**src/rtl/pipe_rca_adder.sv**
```systemverilog
// pipe_rca_adder: pipelined ripple-carry adder, WIDTH bits split into STAGES
// carry-chained segments with one register boundary per segment and a
// valid/ready handshake on both sides.
// Optional feature: define PIPE_ADDER_SAT_EN for unsigned saturation of sum
// when the final carry is set (co still reports the true carry).
module pipe_rca_adder #(
   parameter int unsigned WIDTH  = 16,
   parameter int unsigned STAGES = 4
) (
   input  logic             clk,
   input  logic             rst_n,
   input  logic             in_valid,
   output logic             in_ready,
   input  logic [WIDTH-1:0] a,
   input  logic [WIDTH-1:0] b,
   input  logic             ci,
   output logic             out_valid,
   input  logic             out_ready,
   output logic [WIDTH-1:0] sum,
   output logic             co
);

   localparam int unsigned SEG   = WIDTH / STAGES;
   localparam int unsigned SEG_W = SEG + 1;

   // Per-stage registers: operands still to be added (skew), partial sum
   // (deskew), carry into the next segment and the beat's valid bit.
   logic [WIDTH-1:0] a_q [STAGES];
   logic [WIDTH-1:0] b_q [STAGES];
   logic [WIDTH-1:0] s_q [STAGES];
   logic             c_q [STAGES];
   logic             v_q [STAGES];

   logic advance;

   // Whole pipeline moves together; it freezes only when the output is held.
   assign advance   = !out_valid || out_ready;
   assign in_ready  = advance;
   assign out_valid = v_q[STAGES-1];
   assign sum       = s_q[STAGES-1];
   assign co        = c_q[STAGES-1];

   for (genvar k = 0; k < STAGES; k++) begin : g_stage
      logic [WIDTH-1:0] a_src;
      logic [WIDTH-1:0] b_src;
      logic [WIDTH-1:0] s_src;
      logic             c_src;
      logic             v_src;
      logic [SEG:0]     seg_sum;
      logic [WIDTH-1:0] s_nxt;

      if (k == 0) begin : g_first
         // Bubbles load zeros so no X can reach sum while out_valid is low.
         assign a_src = in_valid ? a : '0;
         assign b_src = in_valid ? b : '0;
         assign s_src = '0;
         assign c_src = in_valid & ci;
         assign v_src = in_valid;
      end else begin : g_next
         assign a_src = a_q[k-1];
         assign b_src = b_q[k-1];
         assign s_src = s_q[k-1];
         assign c_src = c_q[k-1];
         assign v_src = v_q[k-1];
      end

      // Segment k adder, carry taken from the previous stage's register.
      assign seg_sum = {1'b0, a_src[k*SEG +: SEG]} + {1'b0, b_src[k*SEG +: SEG]}
                     + SEG_W'(c_src);

      // Merge this segment's result into the partial sum.
      always_comb begin
         s_nxt                = s_src;
         s_nxt[k*SEG +: SEG]  = seg_sum[SEG-1:0];
`ifdef PIPE_ADDER_SAT_EN
         if ((k == STAGES - 1) && seg_sum[SEG]) begin
            s_nxt = '1;
         end
`endif
      end

      // Stage register: cleared asynchronously, held while stalled.
      always_ff @(posedge clk or negedge rst_n) begin
         if (!rst_n) begin
            a_q[k] <= '0;
            b_q[k] <= '0;
            s_q[k] <= '0;
            c_q[k] <= 1'b0;
            v_q[k] <= 1'b0;
         end else if (advance) begin
            a_q[k] <= a_src;
            b_q[k] <= b_src;
            s_q[k] <= s_nxt;
            c_q[k] <= seg_sum[SEG];
            v_q[k] <= v_src;
         end
      end
   end

endmodule
```
**config.mk**
```make
export PLATFORM = sky130hd
export DESIGN_NAME = pipe_rca_adder
export DESIGN_NICKNAME = d
export VERILOG_FILES = /design/src/rtl/pipe_rca_adder.sv
export SDC_FILE = /design/constraint.sdc
export NUM_CORES = 1
export LEC_CHECK = 0
export BUFFER_PORTS_ARGS = -buffer_cell sky130_fd_sc_hd__clkbuf_2
export CORE_AREA = 10 10 99 101
export DETAILED_ROUTE_END_ITERATION = 10
export DIE_AREA = 0 0 109 111
export GPL_TIMING_DRIVEN = 0
export PLACE_DENSITY = 0.84
export SETUP_SLACK_MARGIN = 0.05
export SLEW_MARGIN = 20
export SYNTH_ARGS = -nofsm -noshare
export SYNTH_HDL_FRONTEND = slang
export SYNTH_SLANG_ARGS = --single-unit
```
**constraint.sdc**
```tcl
create_clock -name clk -period 2.4 [get_ports clk]
set_clock_uncertainty 0.05 [all_clocks]
set_input_delay 0.24 -clock clk [delete_from_list [all_inputs] [get_ports clk]]
set_output_delay 0.24 -clock clk [all_outputs]
set_load 0.02 [all_outputs]
```
==> summary by stage <==
Run status
The run finished with clean final reports.

Critical path
The end of the worst register-to-register path is g_stage[3].c_src. The worst reg2reg path depth is 5. The cell family contributing the most delay on the critical path is adder cells. The critical path runs through a total of 8 cells. The maximum fanout count along the critical path is 10. Setup slack on the worst reg-to-reg path comes out at between 500 and 600 ps. The most numerous cell type found on the critical path is sky130_fd_sc_hd__fa_1. The start point of the critical path is in_valid. In this run the critical register-to-register path is launched from g_stage[2].a_src[8]. The critical path goes through clkbuf_2 > clkbuf_1 > nand2_1 > fa_1 > fa_1 > nor2_1 > o21ai_0 > a21oi_1. The worst setup path is launched from an input pin. The data required time at the worst endpoint is 2640 ps. STA classifies the critical path endpoint as a flip-flop. Among all stages on the critical path, the largest delay is contributed by sky130_fd_sc_hd__fa_1. The arrival time at the worst endpoint is approximately 2200 ps. The critical path is of the input pin to flip-flop type. In this run the worst setup path terminates at g_stage[1].c_src. In this design, the stage delay of the slowest critical-path cell is ~480 ps. The number of buffer and inverter instances along the worst setup path is 2.

Timing
Once routing completed, OpenROAD measured the worst setup slack at ~440 ps. The worst path in the final design needs a cycle of approximately 2000 ps, including I/O delays and setup. The hold violation count in the final report came to 0.

The maximum clock frequency is about 510 MHz. Setup repair after global routing left no endpoint under its margin. The count of endpoints failing setup in the final report is 0. The portion of the clock cycle consumed by the worst path in the final layout is 81.8%. The worst pin sits at a relative slew slack of around half. The measured slew at the worst slew-check pin is about 760 ps. The number of max-slew violations in the final report is 0.

CTS
The clock insertion delay at the later pin of the skew report is 360 ps. The clock tree synthesis step divided the H-tree into 3 levels. The number of buffers on the longest clock path is 2. After clock tree synthesis, the repair step resized 0 gates. TritonCTS built the clock tree. The number of hold buffers added after CTS is 1.

Clock tree synthesis selected as its root buffer the cell sky130_fd_sc_hd__clkbuf_8. The clock slew at the register clock pins of the worst setup and hold paths is 80 ps. The clock sink count is 96. The total clock buffers created by CTS is 9. The setup fix buffers added after clock tree synthesis is 0.

Die
The die is ~110 um wide. The initial standard-cell utilization of the core is a little over half. The floorplan has 33 rows. The core area is about 8000 um^2. The number of placed I/O pins is 56. The height of the chip is 111 um. The floorplan step defined a die boundary enclosing 12100 um^2.

Pwr
The total chip power is between 5 and 6 mW. The leakage power summed over all cells is 2.66 nW. The power density of the placed cells is ~1100 nW/um^2. IR analysis of the VDD net gives a maximum drop of 0.601 mV.

Detailed routing
The first-iteration detailed-routing DRC count is 110. The detailed-route vias per instance is 5.01. The overall via count from detail_route is 3162. The remaining design rule violation count is 0. The pre-antenna-repair detailed-routing pass consisted of 4 iterations.

Summed over all layers, the routed wires come to slightly above 9 mm. The detail-routed net length per standard cell is between 10 and 15 um. Once detail routing completed, the nets flagged for antenna violations numbered 0.

Synthesis
The primary flip-flop cell chosen by synthesis mapping is sky130_fd_sc_hd__dfrtp_1. The post-synthesis cell area is approximately 4200 um^2. The post-synth net total is 514. The number of synthesized flops with an enable pin is 0. In the post-synthesis netlist, the biggest area contributors are sky130_fd_sc_hd__dfrtp_1 57%, sky130_fd_sc_hd__nand2_1 19%, sky130_fd_sc_hd__fa_1 3.8%, sky130_fd_sc_hd__ha_1 3.6%, sky130_fd_sc_hd__nand3_1 2.9%. The number of cells produced by synthesis is approximately 460. The Yosys step of the flow raised 0 warnings. The register bit total from synthesis is 96.

Sorting the synthesized cells by how often they occur yields 216 x sky130_fd_sc_hd__nand2_1, 96 x sky130_fd_sc_hd__dfrtp_1, 24 x sky130_fd_sc_hd__nand3_1. The share of synthesized area in the top cell type comes to about 57%. Yosys instantiated no cell more often than sky130_fd_sc_hd__nand2_1. The leading area contributor after synthesis is sky130_fd_sc_hd__dfrtp_1.

The netlist uses 27 different library cells. The synthesized area per cell is a little over 9 um^2. Of all flip-flops after synthesis, the portion carrying an async set or reset was between 90% and 100%. After synthesis, flip-flops and latches occupy 57.1% of the total area.

Finish
The count of filler cells inserted in the layout is between 700 and 800. The layout overhead on the synthesized area is 13.5%. In the final design database the tool counted 581 nets. The count of inserted antenna diode cells is 0. The layout cell share with drive strength beyond 1 is between 10% and 20%. The core utilization of the finished layout is 59.9%.

Flow run
Across the run, the number of max-cap violations was 0.

Placed design
The worst slack after detailed placement is 40.1 ps. The final estimated routing congestion in global placement is 0.831. The count of buffers inserted at the top-level ports is 55. Detailed placement finished with a half-perimeter wire length of a little under 7 mm.

Global routing
The number of global-route vias before repair is between 3000 and 4000. The global-route total usage across every layer is between 15 and 20%. The global-route wire length before repair is around 16 mm. Entering global routing, the biggest net connects just under 100 pins. The global routing usage on met1 is roughly a fifth. The total grt overflow is 0. The initial antenna violation count is 0.

The global routing stage identified its most utilized layer as met2. The routing usage on met2 is between 20% and 30%. The global routing met3 resource utilization is under 10%.

Min path
In this run the worst hold path is classified as input pin to flip-flop. The start point of the worst hold path is b[14].
## worst min path at each step
stage / endpoint / slack [ps] / cells past startpoint
final: g_stage[1].b_src[14] / 50 / 3
after floorplan: co / -110 / 0
after global placement: sum[1] / 400 / 2
after CTS: g_stage[1].b_src[14] / 50 / 3
after global routing: g_stage[1].b_src[8] / 60 / 3
after detailed placement: sum[1] / 310 / 1
## per-layer routing
metal  part of all wire [%]  vias up
met5                      0        -
met4                    2.2        0
met3                    6.9       15
met2                     49       92
met1                     42     1499
li1                       -     1556
## flip-flops by register name, summed over array words and instances (netlist names)
register and flops:
g_stage.b_src 24, g_stage.s_src 24, g_stage.c_src 3, co 1, sum 16, g_stage.a_src 24
g_stage.v_src 3, out_valid 1
## cell usage in the layout, fill, tap and decap left out, drive strengths merged
master       instances
a21oi               15
mux2i                1
a221oi               1
dfrtp               96
ha                  12
xnor2                1
fa                   8
o21ai               13
dlygate4sd3          1
nor3                 1
nand3               24
nand2b               1
nor2                14
clkinv               2
a21o                 4
nor2b                3
and2                 4
inv                 12
nand2              216
clkbuf              70
nor3b                2
xor2                 5
buf                 20
## area by class of cell
cell class	instances	area (um^2)	area share (%)
sequential	96	2400	50.4
multi-input combinational	325	1620	34.0
timing repair buffer	56	294	6.16
buffer	24	133	2.78
clock buffer	11	131	2.75
tap	105	131	2.75
inverter	12	45.0	0.944
clock inverter	2	10.0	0.210
## tightest hold or removal path, delay by kind of cell
family        cells  cell delay, ps
simple gates      2             110
buf+inv           1              80
## cells by family (layout without fill, tap and decap cells)
kind of cell | Yosys count | in the layout | synth area share (%)
AND/OR/NAND/NOR | 265 | 265 | 25.4
flip-flops | 96 | 96 | 57.1
buffers and inverters | 36 | 105 | 4.23
AO/OA/AOI/OAI | 33 | 33 | 4.40
adder cells (fa/ha/maj) | 20 | 20 | 7.38
XOR/XNOR | 6 | 6 | 1.25
multiplexers | 1 | 1 | 0.238
## per-stage QoR
stage | hold WS [ps] | instances | TNS, ps | cell area, um^2
after floorplan | -106 | 457 | 0 | 4200
after global placement | 398 | 617 | -1930 | 4610
after detailed placement | 313 | 617 | 0 | 4620
after CTS | 50.3 | 631 | 0 | 4770
after global routing | 56.1 | 631 | 0 | 4770
final | 54.3 | 631 | 0 | 4770
## report_power, final
| part | internal, mW | total [mW] | switching, mW |
|---|---|---|---|
| logic | 0.700 | 1.87 | 1.18 |
| registers | 2.22 | 2.57 | 0.346 |
| clock network | 0.357 | 0.865 | 0.508 |
(Power assumes the default switching activity.)
